--- config.mk ---
export PLATFORM = sky130hd
export DESIGN_NAME = wb_cipher_hub
export DESIGN_NICKNAME = d
export VERILOG_FILES = /design/src/rtl/wb_cipher_hub_pkg.sv /design/src/rtl/wb_cipher_hub_rr_arbiter.sv /design/src/rtl/wb_cipher_hub.sv
export SDC_FILE = /design/constraint.sdc
export NUM_CORES = 2
export LEC_CHECK = 0
export CAP_MARGIN = 5
export CORE_MARGIN = 1
export CORE_UTILIZATION = 65
export DETAILED_ROUTE_END_ITERATION = 7
export DONT_BUFFER_PORTS = 1
export PLACE_DENSITY = 0.81
export RECOVER_POWER = 50
export SKIP_LAST_GASP = 1
export SYNTH_ARGS = -nofsm -noshare
export SYNTH_HDL_FRONTEND = slang
export SYNTH_SLANG_ARGS = --single-unit
--- constraint.sdc ---
create_clock -name clk -period 9.35 [get_ports clk]
set_input_delay 0.4675 -clock clk [delete_from_list [all_inputs] [get_ports clk]]
set_output_delay 0.4675 -clock clk [all_outputs]
set_load 0.05 [all_outputs]
--- src/rtl/wb_cipher_hub_pkg.sv ---
// Shared constants, register map and FSM state type for the wb_cipher_hub block.
// Optional CBC chaining is enabled with the WB_CIPHER_HUB_CBC_EN macro.
package wb_cipher_hub_pkg;

    localparam int unsigned BLOCK_W = 64;
    localparam int unsigned KEY_W   = 64;

    localparam logic [31:0] CH_STRIDE = 32'h20;

    localparam logic [4:0] OFS_KEY_LO  = 5'h00;
    localparam logic [4:0] OFS_KEY_HI  = 5'h04;
    localparam logic [4:0] OFS_DIN_LO  = 5'h08;
    localparam logic [4:0] OFS_DIN_HI  = 5'h0C;
    localparam logic [4:0] OFS_CTRL    = 5'h10;
    localparam logic [4:0] OFS_STATUS  = 5'h14;
    localparam logic [4:0] OFS_DOUT_LO = 5'h18;
    localparam logic [4:0] OFS_DOUT_HI = 5'h1C;

    localparam int unsigned CTRL_START   = 0;
    localparam int unsigned CTRL_DECRYPT = 1;
    localparam int unsigned CTRL_IRQ_EN  = 2;
    localparam int unsigned CTRL_CBC     = 3;

    localparam int unsigned STAT_PEND = 0;
    localparam int unsigned STAT_DONE = 1;
    localparam int unsigned STAT_ERR  = 2;

    typedef enum logic [1:0] {
        StIdle,
        StIssue,
        StWait
    } state_t;

    function automatic logic [31:0] apply_sel(input logic [31:0] old_val,
                                              input logic [31:0] new_val,
                                              input logic [3:0]  sel);
        logic [31:0] res;
        for (int b = 0; b < 4; b++) begin
            res[8*b +: 8] = sel[b] ? new_val[8*b +: 8] : old_val[8*b +: 8];
        end
        return res;
    endfunction

endpackage

--- src/rtl/wb_cipher_hub_rr_arbiter.sv ---
// Combinational round-robin arbiter: first requester at or after ptr, with wrap-around.
module rr_arbiter #(
    parameter int unsigned NUM_CH = 4,
    parameter int unsigned IDX_W  = 2
) (
    input  logic [NUM_CH-1:0] req,
    input  logic [IDX_W-1:0]  ptr,
    output logic [NUM_CH-1:0] gnt,
    output logic [IDX_W-1:0]  idx,
    output logic              any
);

    int unsigned j;
    logic [IDX_W-1:0] jj;

    always_comb begin
        gnt = '0;
        idx = '0;
        any = 1'b0;
        j   = 0;
        jj  = '0;
        for (int i = 0; i < NUM_CH; i++) begin
            j  = (32'(ptr) + 32'(i)) % NUM_CH;
            jj = IDX_W'(j);
            if (!any && req[jj]) begin
                any     = 1'b1;
                gnt[jj] = 1'b1;
                idx     = jj;
            end
        end
    end

endmodule

--- src/rtl/wb_cipher_hub.sv ---
// Wishbone front end sharing one 64-bit block-cipher engine between NUM_CH channels.
// Define WB_CIPHER_HUB_CBC_EN to add per-channel IV registers and CBC chaining.
module wb_cipher_hub
    import wb_cipher_hub_pkg::*;
#(
    parameter int unsigned NUM_CH    = 4,
    parameter logic [31:0] BASE_ADDR = 32'h3000_0000
) (
    input  logic               clk,
    input  logic               reset,
    input  logic               i_wb_cyc,
    input  logic               i_wb_stb,
    input  logic               i_wb_we,
    input  logic [3:0]         i_wb_sel,
    input  logic [31:0]        i_wb_addr,
    input  logic [31:0]        i_wb_data,
    output logic               o_wb_ack,
    output logic [31:0]        o_wb_data,
    output logic               o_irq,
    output logic               o_eng_valid,
    input  logic               i_eng_ready,
    output logic [KEY_W-1:0]   o_eng_key,
    output logic [BLOCK_W-1:0] o_eng_din,
    output logic               o_eng_decrypt,
    input  logic               i_eng_done,
    input  logic [BLOCK_W-1:0] i_eng_dout
);

    localparam int unsigned IDX_W    = (NUM_CH > 1) ? $clog2(NUM_CH) : 1;
    localparam logic [31:0] WIN_SIZE = 32'(NUM_CH) * CH_STRIDE;
    localparam logic [IDX_W-1:0] LAST_CH = IDX_W'(NUM_CH - 1);

    logic [KEY_W-1:0]   key_q  [NUM_CH];
    logic [BLOCK_W-1:0] din_q  [NUM_CH];
    logic [BLOCK_W-1:0] dout_q [NUM_CH];
    logic [NUM_CH-1:0]  decrypt_q, irq_en_q, pend_q, done_q, err_q, rd_cbc;
`ifdef WB_CIPHER_HUB_CBC_EN
    logic [BLOCK_W-1:0] iv_q [NUM_CH];
    logic [NUM_CH-1:0]  cbc_q;
    assign rd_cbc = cbc_q;
`else
    assign rd_cbc = '0;
`endif

    logic        wb_req, in_win, wb_wr;
    logic [31:0] wb_off, rdata;
    logic [2:0]  wb_ch;
    logic [4:0]  wb_reg;

    assign wb_req = i_wb_cyc & i_wb_stb & ~o_wb_ack;
    assign wb_off = i_wb_addr - BASE_ADDR;
    assign in_win = (i_wb_addr >= BASE_ADDR) && (wb_off < WIN_SIZE);
    assign wb_ch  = wb_off[7:5];
    assign wb_reg = {wb_off[4:2], 2'b00};
    assign wb_wr  = wb_req & i_wb_we & in_win;

    always_comb begin
        rdata = '0;
        for (int c = 0; c < NUM_CH; c++) begin
            if (in_win && int'(wb_ch) == c) begin
                case (wb_reg)
                    OFS_KEY_LO:  rdata = key_q[c][31:0];
                    OFS_KEY_HI:  rdata = key_q[c][63:32];
                    OFS_DIN_LO:  rdata = din_q[c][31:0];
                    OFS_DIN_HI:  rdata = din_q[c][63:32];
                    OFS_CTRL:    rdata = {28'h0, rd_cbc[c], irq_en_q[c], decrypt_q[c], 1'b0};
                    OFS_STATUS:  rdata = {29'h0, err_q[c], done_q[c], pend_q[c]};
                    OFS_DOUT_LO: rdata = dout_q[c][31:0];
                    OFS_DOUT_HI: rdata = dout_q[c][63:32];
                    default:     rdata = '0;
                endcase
            end
        end
    end

    always_ff @(posedge clk or negedge reset) begin
        if (!reset) begin
            o_wb_ack  <= 1'b0;
            o_wb_data <= '0;
            o_irq     <= 1'b0;
        end else begin
            o_wb_ack  <= wb_req;
            o_wb_data <= (wb_req && !i_wb_we) ? rdata : 32'h0;
            o_irq     <= |(done_q & irq_en_q);
        end
    end

    logic [NUM_CH-1:0]  arb_gnt, gnt_oh_q;
    logic [IDX_W-1:0]   arb_idx, ptr_q, gnt_q;
    logic               arb_any, eng_complete;
    logic [BLOCK_W-1:0] eng_din_sel;
    state_t             state_q;

    rr_arbiter #(
        .NUM_CH(NUM_CH),
        .IDX_W (IDX_W)
    ) u_arb (
        .req(pend_q),
        .ptr(ptr_q),
        .gnt(arb_gnt),
        .idx(arb_idx),
        .any(arb_any)
    );

`ifdef WB_CIPHER_HUB_CBC_EN
    assign eng_din_sel = (cbc_q[arb_idx] && !decrypt_q[arb_idx]) ?
                         (din_q[arb_idx] ^ iv_q[arb_idx]) : din_q[arb_idx];
`else
    assign eng_din_sel = din_q[arb_idx];
`endif

    assign eng_complete = (state_q == StWait) && i_eng_done;

    always_ff @(posedge clk or negedge reset) begin
        if (!reset) begin
            state_q       <= StIdle;
            ptr_q         <= '0;
            gnt_q         <= '0;
            gnt_oh_q      <= '0;
            o_eng_valid   <= 1'b0;
            o_eng_key     <= '0;
            o_eng_din     <= '0;
            o_eng_decrypt <= 1'b0;
        end else begin
            unique case (state_q)
                StIdle: if (arb_any) begin
                    gnt_q         <= arb_idx;
                    gnt_oh_q      <= arb_gnt;
                    o_eng_valid   <= 1'b1;
                    o_eng_key     <= key_q[arb_idx];
                    o_eng_din     <= eng_din_sel;
                    o_eng_decrypt <= decrypt_q[arb_idx];
                    state_q       <= StIssue;
                end
                StIssue: if (i_eng_ready) begin
                    o_eng_valid <= 1'b0;
                    state_q     <= StWait;
                end
                StWait: if (i_eng_done) begin
                    ptr_q   <= (gnt_q == LAST_CH) ? '0 : gnt_q + IDX_W'(1);
                    state_q <= StIdle;
                end
                default: state_q <= StIdle;
            endcase
        end
    end

    // Completion is applied after the bus write so a same-cycle DONE set beats W1C.
    always_ff @(posedge clk or negedge reset) begin
        if (!reset) begin
            for (int c = 0; c < NUM_CH; c++) begin
                key_q[c]  <= '0;
                din_q[c]  <= '0;
                dout_q[c] <= '0;
`ifdef WB_CIPHER_HUB_CBC_EN
                iv_q[c]   <= '0;
`endif
            end
            decrypt_q <= '0;
            irq_en_q  <= '0;
            pend_q    <= '0;
            done_q    <= '0;
            err_q     <= '0;
`ifdef WB_CIPHER_HUB_CBC_EN
            cbc_q     <= '0;
`endif
        end else begin
            for (int c = 0; c < NUM_CH; c++) begin
                if (wb_wr && int'(wb_ch) == c) begin
                    case (wb_reg)
                        OFS_KEY_LO: if (pend_q[c]) err_q[c] <= 1'b1;
                            else key_q[c][31:0] <= apply_sel(key_q[c][31:0], i_wb_data, i_wb_sel);
                        OFS_KEY_HI: if (pend_q[c]) err_q[c] <= 1'b1;
                            else key_q[c][63:32] <= apply_sel(key_q[c][63:32], i_wb_data, i_wb_sel);
                        OFS_DIN_LO: if (pend_q[c]) err_q[c] <= 1'b1;
                            else din_q[c][31:0] <= apply_sel(din_q[c][31:0], i_wb_data, i_wb_sel);
                        OFS_DIN_HI: if (pend_q[c]) err_q[c] <= 1'b1;
                            else din_q[c][63:32] <= apply_sel(din_q[c][63:32], i_wb_data, i_wb_sel);
                        OFS_CTRL: if (pend_q[c]) err_q[c] <= 1'b1;
                            else if (i_wb_sel[0]) begin
                                decrypt_q[c] <= i_wb_data[CTRL_DECRYPT];
                                irq_en_q[c]  <= i_wb_data[CTRL_IRQ_EN];
`ifdef WB_CIPHER_HUB_CBC_EN
                                cbc_q[c]     <= i_wb_data[CTRL_CBC];
`endif
                                if (i_wb_data[CTRL_START]) begin
                                    pend_q[c] <= 1'b1;
                                    done_q[c] <= 1'b0;
                                end
                            end
                        OFS_STATUS: if (i_wb_sel[0]) begin
                            if (i_wb_data[STAT_DONE]) done_q[c] <= 1'b0;
                            if (i_wb_data[STAT_ERR])  err_q[c]  <= 1'b0;
                        end
`ifdef WB_CIPHER_HUB_CBC_EN
                        OFS_DOUT_LO: iv_q[c][31:0]  <= apply_sel(iv_q[c][31:0], i_wb_data, i_wb_sel);
                        OFS_DOUT_HI: iv_q[c][63:32] <= apply_sel(iv_q[c][63:32], i_wb_data, i_wb_sel);
`endif
                        default: ;
                    endcase
                end
                if (eng_complete && gnt_oh_q[c]) begin
                    pend_q[c] <= 1'b0;
                    done_q[c] <= 1'b1;
`ifdef WB_CIPHER_HUB_CBC_EN
                    if (cbc_q[c] && decrypt_q[c]) begin
                        dout_q[c] <= i_eng_dout ^ iv_q[c];
                        iv_q[c]   <= din_q[c];
                    end else begin
                        dout_q[c] <= i_eng_dout;
                        if (cbc_q[c]) iv_q[c] <= i_eng_dout;
                    end
`else
                    dout_q[c] <= i_eng_dout;
`endif
                end
            end
        end
    end

endmodule
**After elaboration in Yosys (flattened, before gate mapping)**

Index checks and enable logic that the tools add are counted.

- $add $sub $neg: 5
- Magnitude comparators: 12
- Eq/ne operators: 42
- Multiplexer cells: 101
- Bitwise operators: 14
- Reduce and logical (&&, ||, !) cells: 129

Operators with widths:

| operator | number |
|---|---|
| $pmux W32 S8 | 4 |
| $reduce_and A4 Y1 | 68 |
| $bmux W64 S2 | 2 |
| $mux W64 | 4 |
| $mux W32 | 5 |
| $ne A3 B3 Y1 const B | 20 |
| $mux W1 | 55 |
| $ge A32 B30 Y1 const B | 1 |
| $lt A32 B8 Y1 const B | 1 |
| $sub A32 B30 Y32 const B | 1 |
| $reduce_and A7 Y1 | 4 |
| $logic_and A1 B1 Y1 | 22 |
| $reduce_and A5 Y1 | 4 |
| $reduce_bool A2 Y1 | 10 |
| $eq A3 B3 Y1 const B | 6 |
| $pmux W1 S2 | 9 |
| $mux W2 | 8 |
| $mux W4 | 4 |
| $lt A2 B3 Y1 const B | 5 |
| $or A4 B4 Y4 | 3 |
| $reduce_and A2 Y1 | 6 |
| $reduce_bool A3 Y1 | 4 |
| $bmux W1 S2 | 5 |
| $ne A2 B2 Y1 const B | 5 |
| other kinds (22) | 47 |

- Register bits: 962
- Bits of input ports: 139
- Output and inout bits: 164
- Logic and storage cells: 402

**Logic depth before layout (Yosys ltp)**

- Word-level depth: 16
- Gate-level depth with buffers: 13
- Gate-level depth less buffers: 8

**Hierarchy**

A second synthesis with hierarchy kept.

- Cell total of the unflattened synthesis: 3225
- Area total of the unflattened synthesis: 46618.5 um2

By module, submodules not included:

| module | instances | cells each | area an instance (um2) | sequential area each (um2) |
|---|---|---|---|---|
| wb_cipher_hub | 1 | 3180 | 46196.8 | 24073.1 |
| rr_arbiter | 1 | 45 | 421.7 | 0.0 |

**Worst setup path before layout**

OpenSTA, ideal clock, no wires.

- Path kind: register to register
- Start point: reg ptr_q[1]
- End point: reg o_eng_din[33]
- Library setup time: 135 ps
- Arrival: 2839 ps
- Setup slack: 6376 ps
- Stages on the path, launching flop included: 13
- Buffers on the path: 5
- Cells stage by stage: dfrtp_1 -> clkbuf_1 -> inv_1 -> ha_1 -> buf_2 -> mux4_2 -> buf_2 -> o211a_1 -> a21oi_4 -> buf_8 -> buf_6 -> mux2i_1 -> o22ai_1

- Word-level cells in the longest chain between the ends: 16
- Elaborated cells between the ends (all ways): 30
- Classes of those cells: 3 x add/sub; 19 x mux; 1 x bitwise; 7 x reduce/logical

Ends and longest elaborated chain:

| item | RTL line | text |
|---|---|---|
| from (decl) | wb_cipher_hub.sv:89 | `logic [IDX_W-1:0] arb_idx, ptr_q, gnt_q;` |
| from (signal assigned) | wb_cipher_hub.sv:140 | `ptr_q <= (gnt_q == LAST_CH) ? '0 : gnt_q + IDX_W'(1);` |
| branches (longest 16 deep; another with $add A2 B1 Y2) | - |  |
| to (signal assigned) | wb_cipher_hub.sv:131 | `o_eng_din <= eng_din_sel;` |
| to (decl) | wb_cipher_hub.sv:23 | `output logic [BLOCK_W-1:0] o_eng_din,` |

Parallel ways; which one is timed is not known. The select of a mux whose other input is x is not followed.
A chain may end at the register's enable or synchronous reset.

==> metrics <==
layout cells sized above 1 26.8%; CTS buffer count 100; Final Critical Period 6360 ps; Global Route Usage Sum 45.9%; wire length per cell 35.0 um; Syn Std Cell Area 49300 um^2; port bufs 0; Switching Fraction 33.1%; die span in x 278 um; PwrDens 225 nW/um^2; HP Start i_eng_ready; crit end category asynchronous set/reset pin; Post-CTS Setup Bufs 0; Synth Net Count 4340; Least-Margin Pin Slew 5390 ps; clock share of power 33.8%; EDFF count, synth 0; Yosys top cell area share 48.8%; status finished, violations left; internal power 8.14 mW; Vias 41000; final hold violation count 0; Synth area leaders dfrtp_1 49%, mux2_2 17%, mux2i_1 4.6%; Critical Path RT 8050 ps; peak supply drop 0.320 mV; met1 Usage GRT 57.3%; Initial Utilization 65.9%; Final ANT Viol Nets 0; Clock transition at path regs 60 ps; Post-synth top cells 962 x dfrtp_1, 752 x mux2_2, 282 x clkbuf_1, 267 x a21oi_1, 233 x a22oi_1; synth unique cells 69; hold path endpoint state_q[0]; Worst setup SP type input port; RSZ-0062 raised after global routing false; global routing met2 resource utilization 64.2%; Fmax achieved 157 MHz; Layout area overhead 9.30%; max_cap viols 8; Hold Crit Depth 3; Yosys reg bits 962; grt total ovfl 0; Post-Syn Instances 4196; Hold Crit Class input port to flip-flop; initial antenna violation count 11; post-CTS sizing 0; drt drc 14; GRT Max-Usage Layer met2; combinational share of power 23.8%; final setup TNS 0 ps; Root Buffer clkbuf_16; reg2reg setup slack 3440 ps; post-synthesis async set-or-reset flop share 100%; Sw Pwr 4.02 mW; Worst Setup Slack, final 2990 ps; post-synthesis area per instance 11.8 um^2; met3 track demand over resource 20.0%; initial detailed-routing violation count 6962; CP cell instances dlygate4sd3_1, clkbuf_2; Die Span Y 278 um; Max stage delay on crit path 3670 ps; fin. max-slew vios 583; largest net degree at the start of global routing 963; Crit path max-delay family buffers and inverters; GP Congestion 0.927; post-DP HPWL 98600 um; arrival time worst endpoint 5050 ps; nets 4219; Stages on worst setup path 2; slowest cell on the critical path clkbuf_2; FF-to-FF path depth 10; first-pass GRT wire length 262000 um; worst-path fanout max 214; vias in the first global route 40000; Core Area 74800 um^2; reg2reg start ptr_q[0]; sequential share of power 42.4%; Worst Path Buf+Inv 2; Synth Flop Type dfrtp_1; CTS tree yes; clk sinks 962; most common cell in the synthesized netlist dfrtp_1; YS warnings 0; Layout fillers 4973; CP Class input port to asynchronous set/reset pin; drt pass-1 iters 8; H-tree levels 3; Die ar. 77000 um^2; worst reg2reg endpoint o_eng_din[11]; fin crit share 68.0%; CTS Buffer Depth 3; Leak 24.0 nW; CP startpoint reset; Skew-Pair Late Insertion Delay 680 ps; Synth area leader dfrtp_1; violated checks design-rule violations, max-capacitance violations, max-slew violations; routed wire length 179000 um; Final setup viols 0; slew margin rel. -259%; Core Rows 100; I/O pin count 303; Place WS 3720 ps; Seq/Total Area, Yosys 48.8%; Worst Skew 25.2 ps; vias per inst 7.99
-- flip-flops by register name (all words and copies together), names as in the netlist, 2 cells and up --
signal     count
pend_q         4
ptr_q          2
state_q        2
o_wb_data     32
key_q        256
o_eng_din     64
gnt_q          2
done_q         4
din_q        256
irq_en_q       4
o_eng_key     64
err_q          4
gnt_oh_q       4
dout_q       256
decrypt_q      4
-- per-layer routing --
| layer | vias to the layer above | share of wire [%] |
|---|---|---|
| met5 | - | 0.038 |
| met4 | 8 | 8.3 |
| met3 | 1061 | 16 |
| met2 | 3755 | 42 |
| met1 | 20200 | 34 |
| li1 | 16000 | - |
-- worst max path at each step --
| stage | slack, ps | to |
|---|---|---|
| after floorplan | 6380 | o_eng_din[33] |
| after global placement | 3850 | o_eng_din[11] |
| after detailed placement | 3720 | o_eng_din[11] |
| after CTS | 3650 | o_eng_din[11] |
| after global routing | 1960 | ptr_q[0] |
| final | 2990 | ptr_q[0] |
-- cell type report --
type	count	area (um^2)	area share, %
Sequential cell	962	24100	44.6
Multi-Input combinational cell	2842	23700	44.0
Clock buffer	147	2970	5.51
Timing Repair Buffer	158	1500	2.78
Tap cell	969	1210	2.25
Clock inverter	31	369	0.684
Inverter	11	41.3	0.0766
Antenna cell	14	35.0	0.0650
-- metrics by stage --
step | hold WS, ps | instance area, um^2 | util, % | cells | power, mW
floorplan | 172 | 49300 | - | 4196 | 7.00
global placement | 242 | 49500 | 66.1 | 4835 | 7.65
detailed placement | 242 | 49500 | 66.1 | 4835 | 7.76
CTS | -456 | 53800 | 72.0 | 5114 | 11.9
global route | 32.6 | 53900 | 72.0 | 5122 | 12.4
finish | 27.3 | 53900 | 72.1 | 5134 | 12.2
-- cells in the final DEF, fill, tap and decap left out, types with 96 or more instances in the layout --
cell           count
nand4_1          123
mux2_2           751
a22oi_1          233
dfrtp_1          961
mux2_1            96
o22ai_1          141
nand3_1          224
dlygate4sd3_1    102
a221oi_1         145
clkbuf_16        101
mux2i_1          226
a21oi_1          266
nand2_1          117
-- power groups by stage --
stage          logic (mW)  registers, mW  clock network [mW]
3_3_place_gp         2.48           5.17                   0
6_report             2.89           5.16                4.11
2_1_floorplan        1.99           5.00                   0
3_5_place_dp         2.55           5.21                   0
5_1_grt              2.94           5.21                4.26
4_1_cts              2.65           5.14                4.09
-- logic make-up after synthesis --
| kind of cell | share of synthesized area [%] |
|---|---|
| mux | 25.9 |
| compound gates | 14.0 |
| flops | 48.8 |
| simple gates | 7.82 |
| buf+inv | 3.39 |
| fa+ha+maj | 0.127 |
-- what timing repair did --
action                                   CTS  global route
hold endpoints to repair                1741           170
endpoints found under the setup margin     0             0
hold buffers                             101             2
No activity file was read; power rests on OpenSTA's default activity.
